## config.mk

```make
export PLATFORM = sky130hd
export DESIGN_NAME = bus_arbiter_nm
export DESIGN_NICKNAME = d
export VERILOG_FILES = /design/src/rtl/bus_arbiter_nm.sv
export SDC_FILE = /design/constraint.sdc
export NUM_CORES = 1
export LEC_CHECK = 0
export ABC_CLOCK_PERIOD_IN_PS = 1300
export CELL_PAD_IN_SITES_DETAIL_PLACEMENT = 1
export CELL_PAD_IN_SITES_GLOBAL_PLACEMENT = 1
export CORE_MARGIN = 8
export CORE_UTILIZATION = 24
export DETAILED_ROUTE_END_ITERATION = 7
export MAX_ROUTING_LAYER = met4
export PLACE_DENSITY_LB_ADDON = 0.1
export SETUP_SLACK_MARGIN = 0.5
export SYNTH_ARGS = -nofsm -noshare
export SYNTH_HDL_FRONTEND = slang
export SYNTH_SLANG_ARGS = --single-unit
```

## constraint.sdc

```tcl
create_clock -name CLK -period 1.3 [get_ports CLK]
set_input_delay 0.26 -clock CLK [delete_from_list [all_inputs] [get_ports CLK]]
set_output_delay 0.26 -clock CLK [all_outputs]
set_load 0.05 [all_outputs]
```

## src/rtl/bus_arbiter_nm.sv

```systemverilog
// N-master, single-slave bus arbiter with programmable wait states.
// Fixed-priority or round-robin selection, one-cycle completion pulse.
module bus_arbiter_nm #(
  parameter int NUM_MASTERS = 2,
  parameter int ADDR_W      = 32,
  parameter int DATA_W      = 32,
  parameter int ARB_MODE    = 0,
  parameter int WAIT_CYCLES = 1
) (
  input  logic                          CLK,
  input  logic                          HRESET,
  input  logic [NUM_MASTERS-1:0]        HTRANS,
  input  logic [NUM_MASTERS*ADDR_W-1:0] HADDR,
  input  logic [NUM_MASTERS-1:0]        HWRITE,
  input  logic [NUM_MASTERS*DATA_W-1:0] HWDATA,
  output logic [ADDR_W-1:0]             PADDR,
  output logic                          PWRITE,
  output logic [DATA_W-1:0]             PDATA,
  output logic                          PVALID,
  output logic [NUM_MASTERS-1:0]        HGRANT,
  output logic [NUM_MASTERS-1:0]        HREADY,
  output logic [NUM_MASTERS-1:0]        HSTALL,
  output logic                          stall
);

  localparam int CNT_W = $clog2(WAIT_CYCLES + 1);
  localparam int IDX_W = $clog2(NUM_MASTERS);

  typedef enum logic [1:0] {
    IDLE   = 2'd0,
    ACCESS = 2'd1,
    DONE   = 2'd2
  } state_t;

  state_t                 state_q, state_d;
  logic [NUM_MASTERS-1:0] grant_q, grant_d;
  logic [NUM_MASTERS-1:0] ready_q, ready_d;
  logic                   pvalid_q, pvalid_d;
  logic                   pwrite_q, pwrite_d;
  logic [ADDR_W-1:0]      paddr_q, paddr_d;
  logic [DATA_W-1:0]      pdata_q, pdata_d;
  logic [CNT_W-1:0]       cnt_q, cnt_d;
  logic [IDX_W-1:0]       ptr_q, ptr_d;
  logic [IDX_W-1:0]       win_q, win_d;

  logic [IDX_W-1:0]       base;
  logic [IDX_W-1:0]       k;
  logic [IDX_W-1:0]       win_idx;
  logic                   win_found;

  assign base = (ARB_MODE == 1) ? ptr_q : '0;

  // Scan from base, wrapping; first requester found wins.
  always_comb begin
    win_found = 1'b0;
    win_idx   = '0;
    k         = '0;
    for (int i = 0; i < NUM_MASTERS; i++) begin
      k = IDX_W'((int'(base) + i) % NUM_MASTERS);
      if (!win_found && HTRANS[k]) begin
        win_found = 1'b1;
        win_idx   = k;
      end
    end
  end

  always_comb begin
    state_d  = state_q;
    grant_d  = grant_q;
    ready_d  = '0;
    pvalid_d = pvalid_q;
    pwrite_d = pwrite_q;
    paddr_d  = paddr_q;
    pdata_d  = pdata_q;
    cnt_d    = cnt_q;
    ptr_d    = ptr_q;
    win_d    = win_q;
    unique case (state_q)
      IDLE: begin
        if (win_found) begin
          state_d  = ACCESS;
          win_d    = win_idx;
          grant_d  = NUM_MASTERS'(1) << win_idx;
          pvalid_d = 1'b1;
          pwrite_d = HWRITE[win_idx];
          paddr_d  = HADDR[win_idx*ADDR_W +: ADDR_W];
          pdata_d  = HWDATA[win_idx*DATA_W +: DATA_W];
          cnt_d    = CNT_W'(WAIT_CYCLES - 1);
        end
      end
      ACCESS: begin
        if (cnt_q == '0) begin
          state_d        = DONE;
          ready_d[win_q] = 1'b1;
          grant_d        = '0;
          pvalid_d       = 1'b0;
          pwrite_d       = 1'b0;
          ptr_d          = (win_q == IDX_W'(NUM_MASTERS - 1))
                           ? '0 : win_q + 1'b1;
        end else begin
          cnt_d = cnt_q - 1'b1;
        end
      end
      DONE:    state_d = IDLE;
      default: state_d = IDLE;
    endcase
  end

  always_ff @(posedge CLK or negedge HRESET) begin
    if (!HRESET) begin
      state_q  <= IDLE;
      grant_q  <= '0;
      ready_q  <= '0;
      pvalid_q <= 1'b0;
      pwrite_q <= 1'b0;
      paddr_q  <= '0;
      pdata_q  <= '0;
      cnt_q    <= '0;
      ptr_q    <= '0;
      win_q    <= '0;
    end else begin
      state_q  <= state_d;
      grant_q  <= grant_d;
      ready_q  <= ready_d;
      pvalid_q <= pvalid_d;
      pwrite_q <= pwrite_d;
      paddr_q  <= paddr_d;
      pdata_q  <= pdata_d;
      cnt_q    <= cnt_d;
      ptr_q    <= ptr_d;
      win_q    <= win_d;
    end
  end

  assign PADDR  = paddr_q;
  assign PDATA  = pdata_q;
  assign PVALID = pvalid_q;
  assign PWRITE = pwrite_q & pvalid_q;
  assign HGRANT = grant_q;
  assign HREADY = ready_q;
  assign HSTALL = HTRANS & ~ready_q;
  assign stall  = |HSTALL;

endmodule
```

==> flow_metrics.tcl, run 1 <==
set metrics [dict create \
    status "complete, but fails checks" \
    violations "negative hold slack, negative setup slack" \
    syn_to_final_growth_pct 126 \
    fp.dieH_um 131 \
    min_path_type "in -> async" \
    drv_slew 0 \
    worst_path_max_delay_cell "dfrtp_2" \
    grt_pass1_wl_um 21800 \
    io_buffers 206 \
    cts_tree "yes" \
    fin_worst_skew_ns 0.00364 \
    antenna_found_initial 1 \
    grt_pass1_vias 3771 \
    timing_worst_setup_path_type "reg -> out" \
    avgSynthCellArea_um2 12.5 \
    vdd_ir_drop_max_mv 1.39 \
    cpPeakStageDelay_ns 0.39 \
    synth-seq-cells 73 \
    clockBufferDepth 2 \
    drive_above_1_share 0.449 \
    synth.area.top_cells "dfrtp_1, a221o_1, and3_1" \
    grt_use_total 0.176 \
    grt_max_degree 74 \
    clk_pin_slew_worst_paths_ns 0.06 \
    synth_edf_count 0 \
    worstSkewPairLatency_ns 0.33 \
    cp_cell_sequence "nor2_4 > or2_4 > buf_12" \
    wl_um 15300 \
    relSlewSlack 0.716 \
    start_util 0.242 \
    fin_nets 629 \
    cp_max_fo 2 \
    yosysTopAreaCellShare 0.577 \
    grt-ovfl-total 0 \
    finalSetupViolations 69 \
    gp_congestion 0.741 \
    synthCells 254 \
    core-area_um2 13100 \
    fin_crit_ns 1.43 \
    yosysSeqAreaShare 0.577 \
    hold_violations 73 \
    num_rows 42 \
    dp_hpwl_um 10300 \
    total_power_mw 20.5 \
    cts_buffers 9 \
    drt_pre_antenna_iters 4 \
    synthTopCellsByCount "dfrtp_1, a221o_1, and3_1" \
    synth.distinct_cells 22 \
    final_cells 676 \
    via_per_inst 4.98 \
    drc 0 \
    vias 3368 \
    cts_root_buf "clkbuf_16" \
    synth-main-ff-cell "dfrtp_1" \
    tns_ns -5.29 \
    rsz0062_at_grt "yes" \
    synth_top_area_cell "dfrtp_1" \
    cts.sinks 73 \
    fin_hold_ws_ns -0.0680 \
    placedCellCount 629 \
    netlist_area_um2 3160 \
    ios 207 \
    n_fill_cell 1292 \
    power_density_nw_per_um2 2860 \
    critPathLaunchType "register" \
    cp-end-kind "output pin" \
    crit_arrival_ns 1.17 \
    synth_async_sr_flop_share 1.00 \
    yosysMostFrequentCell "dfrtp_1" \
    period_share 1.10 \
    die_area_um2 17100 \
    die_w_um 131 \
    cp.required_ns 1.04 \
    worst_slew_pin_slew_ns 0.426 \
    postRouteAntennaNets 0 \
    drt_iter0_drc 149 \
    drv_cap 0 \
    yosys_warnings 0 \
    htreeDepth 3 \
    fmax_mhz 701 \
    setup_ws_ns -0.126 \
    p_leak_nw 3.15 \
    wire_per_inst_um 22.7 \
    syn-num-nets 388 \
]
-- cells by family (layout without fill, tap and decap cells) --
group           count (synthesis)  count (layout)  synth area share
flops                          73              73             0.577
other cells                     0               1                 0
compound gates                 72              72             0.220
simple gates                   78              78             0.150
buf+inv                        31             276            0.0526
-- power breakdown --
| group | internal [mW] | total (mW) | switching (mW) | leakage (nW) |
|---|---|---|---|---|
| clock | 1.34 | 2.26 | 0.921 | 0.124 |
| sequential | 3.59 | 4.84 | 1.24 | 0.820 |
| combinational | 6.92 | 13.4 | 6.44 | 2.21 |
| total | 11.9 | 20.5 | 8.61 | 3.15 |
-- flip-flops by register name (all words and copies together) (netlist names) --
name      cells
PADDR        32
PDATA        32
HGRANT        2
HREADY        2
state_q       2
PVALID        1
pwrite_q      1
win_q         1
-- cells in the final DEF (no fill, tap or decap), types with 3 or more instances in the layout --
| cell | instances |
|---|---|
| clkdlybuf4s50_1 | 130 |
| buf_12 | 82 |
| dfrtp_2 | 69 |
| a221o_1 | 64 |
| and3_1 | 60 |
| buf_4 | 23 |
| clkbuf_16 | 14 |
| buf_6 | 11 |
| clkbuf_1 | 5 |
| and3_4 | 4 |
| buf_16 | 4 |
| dfrtp_1 | 4 |
| nor2_4 | 3 |
-- area by class of cell --
cell class | instances | area, µm² | area share
Clock buffer | 15 | 258 | 0.0360
Inverter | 3 | 11.3 | 0.00157
Antenna cell | 1 | 2.50 | 0.000349
Multi-Input combinational cell | 150 | 1260 | 0.175
Tap cell | 176 | 220 | 0.0307
Sequential cell | 73 | 1910 | 0.267
Timing Repair Buffer | 258 | 3500 | 0.489
-- critical path: cells and delay by family, from the launching register on --
family                 cells  cell delay [ns]
and+or+nand+nor            2             0.29
buffers and inverters      1             0.15
DFF                        1             0.39
-- final timing paths --
| path | from | to | slack (ns) | cells past startpoint |
|---|---|---|---|---|
| max | HREADY[0] | stall | -0.13 | 3 |
| min | HRESET | PADDR[2] | -0.07 | 2 |
| max reg2reg | state_q[1] | PDATA[27] | -0.10 | 5 |
| min reg2reg | win_q | HREADY[0] | 0.50 | 1 |
| max in group asynchronous | HRESET | PADDR[20] | 0.99 | 2 |
| min in group CLK | HTRANS[0] | win_q | 0.45 | 4 |
-- per-layer routing --
metal  share of wire  global-route usage  vias up  routed length (µm)
li1                -                   -     1504                   -
met1            0.39               0.197     1697                6020
met2            0.49               0.279      146                7550
met3           0.089              0.0649       21                1370
met4           0.025              0.0749        0                 384
met5               0                   -        -                   0
-- per-stage QoR --
stage                util  worst slack (ns)  cell area [µm²]
floorplan               -           -0.0886             3360
global placement    0.490            -0.408             6410
detailed placement  0.490            -0.442             6410
CTS                 0.535            -0.128             7000
global route        0.548            -0.156             7160
finish              0.548            -0.126             7160
-- repair_timing --
item                                    in CTS  in global routing
endpoints found under the hold margin       73                 64
gates cloned                                 5                  4
resized for setup                           26                  5
setup buffers                               15                  7
endpoints found under the setup margin     146                146
pin swaps                                   10                 14
No activity file was read; power rests on OpenSTA's default activity.
==> run 2: changes to the inputs <==
- CTS_BUF_LIST: not set -> sky130_fd_sc_hd__clkbuf_16
==> run 2 against run 1 <==
Compared with the run above: the run still ends with negative hold slack, negative setup slack left; sequential share of layout area down 0.12 points; first-iteration DRC count is 11% lower; die area did not move; final cell count is 0.30% higher; core utilization increased by 0.28 points; register-to-register slack barely moved; critical path depth stayed put; design area increased by 0.51%; routed wire length grew 1.1%; critical path type unchanged; largest power group unchanged.
==> flow_metrics.tcl, run 2 (synthesis gave the netlist of run 1 again) <==
set metrics [dict create \
    power_density_nw_per_um2 2840 \
    p_leak_nw 3.18 \
    clk_pin_slew_worst_paths_ns 0.05 \
    wl_um 15500 \
    worst_slew_pin_slew_ns 0.425 \
    drv_slew 0 \
    grt_max_degree 74 \
    start_util 0.242 \
    final_cell_mix "clkdlybuf4s50_1, buf_12, dfrtp_2" \
    setup_ws_ns -0.123 \
    hold_violations 73 \
    dp_hpwl_um 10300 \
    worstSkewPairLatency_ns 0.33 \
    die_area_um2 17100 \
    core-area_um2 13100 \
    drive_above_1_share 0.455 \
    fmax_mhz 703 \
    tns_ns -5.34 \
    rsz0062_at_grt "yes" \
    crit_arrival_ns 1.16 \
    timing_worst_setup_path_type "reg -> out" \
    io_buffers 206 \
    cts_tree "yes" \
    cts_root_buf "clkbuf_16" \
    cts_buffers 9 \
    relSlewSlack 0.716 \
    drt_pre_antenna_iters 4 \
    cts.sinks 73 \
    gp_congestion 0.741 \
    fin_nets 631 \
    drt_iter0_drc 133 \
    status "complete, but fails checks" \
    fin_hold_ws_ns -0.0559 \
    ios 207 \
    violations "negative hold slack, negative setup slack" \
    fp.dieH_um 131 \
    grt-ovfl-total 0 \
    placedCellCount 629 \
    cp.required_ns 1.04 \
    grt_pass1_wl_um 21900 \
    total_power_mw 20.5 \
    period_share 1.09 \
    grt_use_total 0.177 \
    cp-end-kind "output pin" \
    finalSetupViolations 69 \
    min_path_type "in -> async" \
    clockBufferDepth 2 \
    cp_max_fo 2 \
    via_per_inst 4.99 \
    htreeDepth 3 \
    critPathLaunchType "register" \
    antenna_found_initial 1 \
    fin_crit_ns 1.42 \
    fin_worst_skew_ns 0.00398 \
    vdd_ir_drop_max_mv 1.70 \
    grt_pass1_vias 3790 \
    die_w_um 131 \
    wire_per_inst_um 22.9 \
    drv_cap 0 \
    num_rows 42 \
    syn_to_final_growth_pct 128 \
    vias 3385 \
    pre_cts_slack_ns -0.442 \
    postRouteAntennaNets 0 \
    drc 0 \
    mostFrequentLayoutCell "clkdlybuf4s50_1" \
    final_cells 678 \
]
## run 2: cell types whose count changed in the layout (fill, tap and decap cells not counted)
cell,before,now
inv_1,1,6
nor2_1,2,1
dfrtp_1,4,3
and2_4,1,2
clkbuf_8,1,0
buf_6,11,13
clkbuf_1,5,0
buf_4,23,22
dfrtp_2,69,70
nor2_2,0,1
and2_1,1,0
clkinv_1,0,1
clkbuf_16,14,15
## run 2: power by group
group	switching [mW]	internal (mW)	total, mW
Sequential	1.26	3.60	4.85
Clock	0.927	1.24	2.17
Combinational	6.47	6.98	13.4
## run 2: worst paths after layout
check	start	end	slack (ns)	depth (start not counted)
setup reg to reg	state_q[1]	PDATA[30]	-0.11	5
setup / recovery	HREADY[1]	stall	-0.12	3
hold / removal	HRESET	PADDR[2]	-0.06	2
min in group CLK	HTRANS[0]	win_q	0.45	4
max in group asynchronous	HRESET	PDATA[13]	0.99	2
hold reg to reg	win_q	HREADY[0]	0.51	1
## run 2: area by class of cell
class / instances / area [µm²]
Antenna cell: 1 / 2.50
Fill cell: 1288 / 5880
Clock inverter: 6 / 22.5
Clock buffer: 9 / 225
Tap cell: 176 / 220
Inverter: 3 / 11.3
Multi-Input combinational cell: 150 / 1260
Sequential cell: 73 / 1910
Timing Repair Buffer: 260 / 3540
## run 2: through the flow
stage,util,area (µm²),hold WS [ns]
2_1_floorplan,-,3360,-0.0356
3_3_place_gp,0.490,6410,0.316
3_5_place_dp,0.490,6410,0.317
4_1_cts,0.534,6990,-0.0426
5_1_grt,0.550,7200,-0.0288
6_report,0.550,7200,-0.0559
## run 2: what timing repair did
| action | in CTS | in global routing |
|---|---|---|
| pin swaps | 10 | 15 |
| buffers inserted | 15 | 7 |
| hold endpoints to repair | 73 | 63 |
| resized for setup | 26 | 9 |
| setup endpoints to repair | 146 | 146 |
| cloned | 5 | 6 |
## run 2: metal layers
metal / vias up / track usage / wire, µm
li1: 1509 / - / -
met1: 1712 / 0.197 / 6130
met2: 143 / 0.281 / 7630
met3: 21 / 0.0637 / 1350
met4: 0 / 0.0749 / 384
met5: - / - / 0
## run 2: critical path, stage by stage (launching register included)
cell and delay, ns:
dfrtp_2 0.40, nor2b_4 0.05, or2_4 0.23, buf_12 0.15
==> run 3: changes to the inputs <==
- GPL_TIMING_DRIVEN: not set -> 0
==> run 3 against run 2 <==
Compared with the run above: the run still ends with negative hold slack, negative setup slack left; via count decreased by 1.4%; final cell count is the same; design area shrank 7.4%; total power shrank 6.0%; flip-flop and latch count did not move; non-clock buffer count unchanged; sequential power down 4%; highest routed layer unchanged; die area unchanged; global-route usage fell by 0.43 points; combinational power down 11%; critical path type is now reg -> reg.
==> flow_metrics.tcl, run 3 (synthesis gave the netlist of run 1 again) <==
set metrics [dict create \
    status "complete, but fails checks" \
    final_cell_mix "clkdlybuf4s50_1, buf_8, dfrtp_2" \
    mostFrequentLayoutCell "clkdlybuf4s50_1" \
    finalSetupViolations 67 \
    wl_um 14500 \
    via_per_inst 4.92 \
    final_core_util 0.510 \
    drt_pre_antenna_iters 4 \
    r2r_start "state_q[1]" \
    worst_path_max_delay_cell "dfrtp_1" \
    start_util 0.242 \
    drc 0 \
    clockBufferDepth 2 \
    critPathLaunchType "register" \
    timing_worst_setup_path_type "reg -> reg" \
    n_fill_cell 1319 \
    die_area_um2 17100 \
    core-area_um2 13100 \
    design_area_um2 6670 \
    cp-end-kind "register" \
    grt_max_degree 40 \
    worstSkewPairLatency_ns 0.34 \
    relSlewSlack 0.663 \
    cp_max_fo 6 \
    cpPeakStageDelay_ns 0.41 \
    violations "negative hold slack, negative setup slack" \
    grt_use_total 0.172 \
    postRouteAntennaNets 0 \
    fin_worst_skew_ns 0.00569 \
    rsz0062_at_grt "yes" \
    dp_hpwl_um 10300 \
    clk_pin_slew_worst_paths_ns 0.06 \
    cts.sinks 73 \
    die_w_um 131 \
    fp.dieH_um 131 \
    crit_start "state_q[1]" \
    cts_buffers 9 \
    num_rows 42 \
    cp.required_ns 1.52 \
    fin_nets 631 \
    num_antenna_cells 0 \
    drv_cap 0 \
    grt_pass1_wl_um 21600 \
    cts_tree "yes" \
    io_buffers 206 \
    power_density_nw_per_um2 2890 \
    period_share 1.10 \
    fmax_mhz 699 \
    fin_hold_ws_ns -0.108 \
    drt_iter0_drc 193 \
    ios 207 \
    pre_cts_slack_ns -1.29 \
    antenna_found_initial 0 \
    syn_to_final_growth_pct 111 \
    min_path_type "in -> async" \
    setup_ws_ns -0.130 \
    crit_arrival_ns 1.65 \
    drv_slew 0 \
    fin_crit_ns 1.43 \
    total_power_mw 19.2 \
    grt-ovfl-total 0 \
    drive_above_1_share 0.448 \
    wire_per_inst_um 21.4 \
    worst_slew_pin_slew_ns 0.506 \
    grt_pass1_vias 3753 \
    htreeDepth 3 \
    hold_violations 34 \
    cts_root_buf "clkbuf_16" \
    place_area_um2 5660 \
    cp_cell_sequence "nor2_4 > o21ai_4 > buf_8 > buf_12 > a221o_1" \
    gp_congestion 0.745 \
    p_leak_nw 2.97 \
    vias 3338 \
    vdd_ir_drop_max_mv 1.45 \
]
[run 3: worst paths after layout]
check / to / slack, ns / cells past startpoint
max reg2reg: PDATA[27] / -0.13 / 5
min reg2reg: HREADY[0] / 0.49 / 1
max: PDATA[27] / -0.13 / 5
min in group CLK: win_q / 0.42 / 3
min: PADDR[4] / -0.11 / 1
max in group asynchronous: PADDR[26] / 0.81 / 2
[run 3: critical path: cells and delay by family, from the launching register on]
kind	cells	cell delay, ns
simple gates	1	0.18
buf+inv	2	0.29
compound gates	2	0.43
flops	1	0.41
[run 3: per-stage QoR]
| step | std cells | TNS (ns) |
|---|---|---|
| 6_report | 678 | -4.97 |
| 3_5_place_dp | 637 | -56.22 |
| 4_1_cts | 665 | -7.00 |
| 5_1_grt | 678 | -8.98 |
| 2_1_floorplan | 254 | -0.304 |
| 3_3_place_gp | 636 | -290.24 |
[run 3: per-layer routing]
| metal | wire [µm] | global-route usage | vias to the layer above |
|---|---|---|---|
| met2 | 7020 | 0.268 | 132 |
| li1 | - | - | 1497 |
| met1 | 6230 | 0.208 | 1694 |
| met3 | 1020 | 0.0495 | 15 |
| met5 | 0 | - | - |
| met4 | 236 | 0.0641 | 0 |
[run 3: what timing repair did]
action | in CTS | in global routing
buffers inserted | 11 | 12
resized for setup | 587 | 41
pin swaps | 7 | 6
endpoints found under the hold margin | 34 | 34
setup endpoints to repair | 144 | 144
cloned | 1 | 1
[run 3: cell type report]
type                       count  area, µm²  area share
multi-input combinational    150       1260       0.189
clock buffer                   9        225      0.0338
tap                          176        220      0.0330
clock inverter                 7       86.3      0.0129
timing repair buffer         232       2660       0.399
sequential                    73       1910       0.287
buffer                        28        290      0.0435
inverter                       3       11.3     0.00169
[run 3: where the power goes]
| part | switching [mW] | internal, mW |
|---|---|---|
| combinational | 6.36 | 5.57 |
| clock | 1.01 | 1.66 |
| sequential | 1.06 | 3.59 |
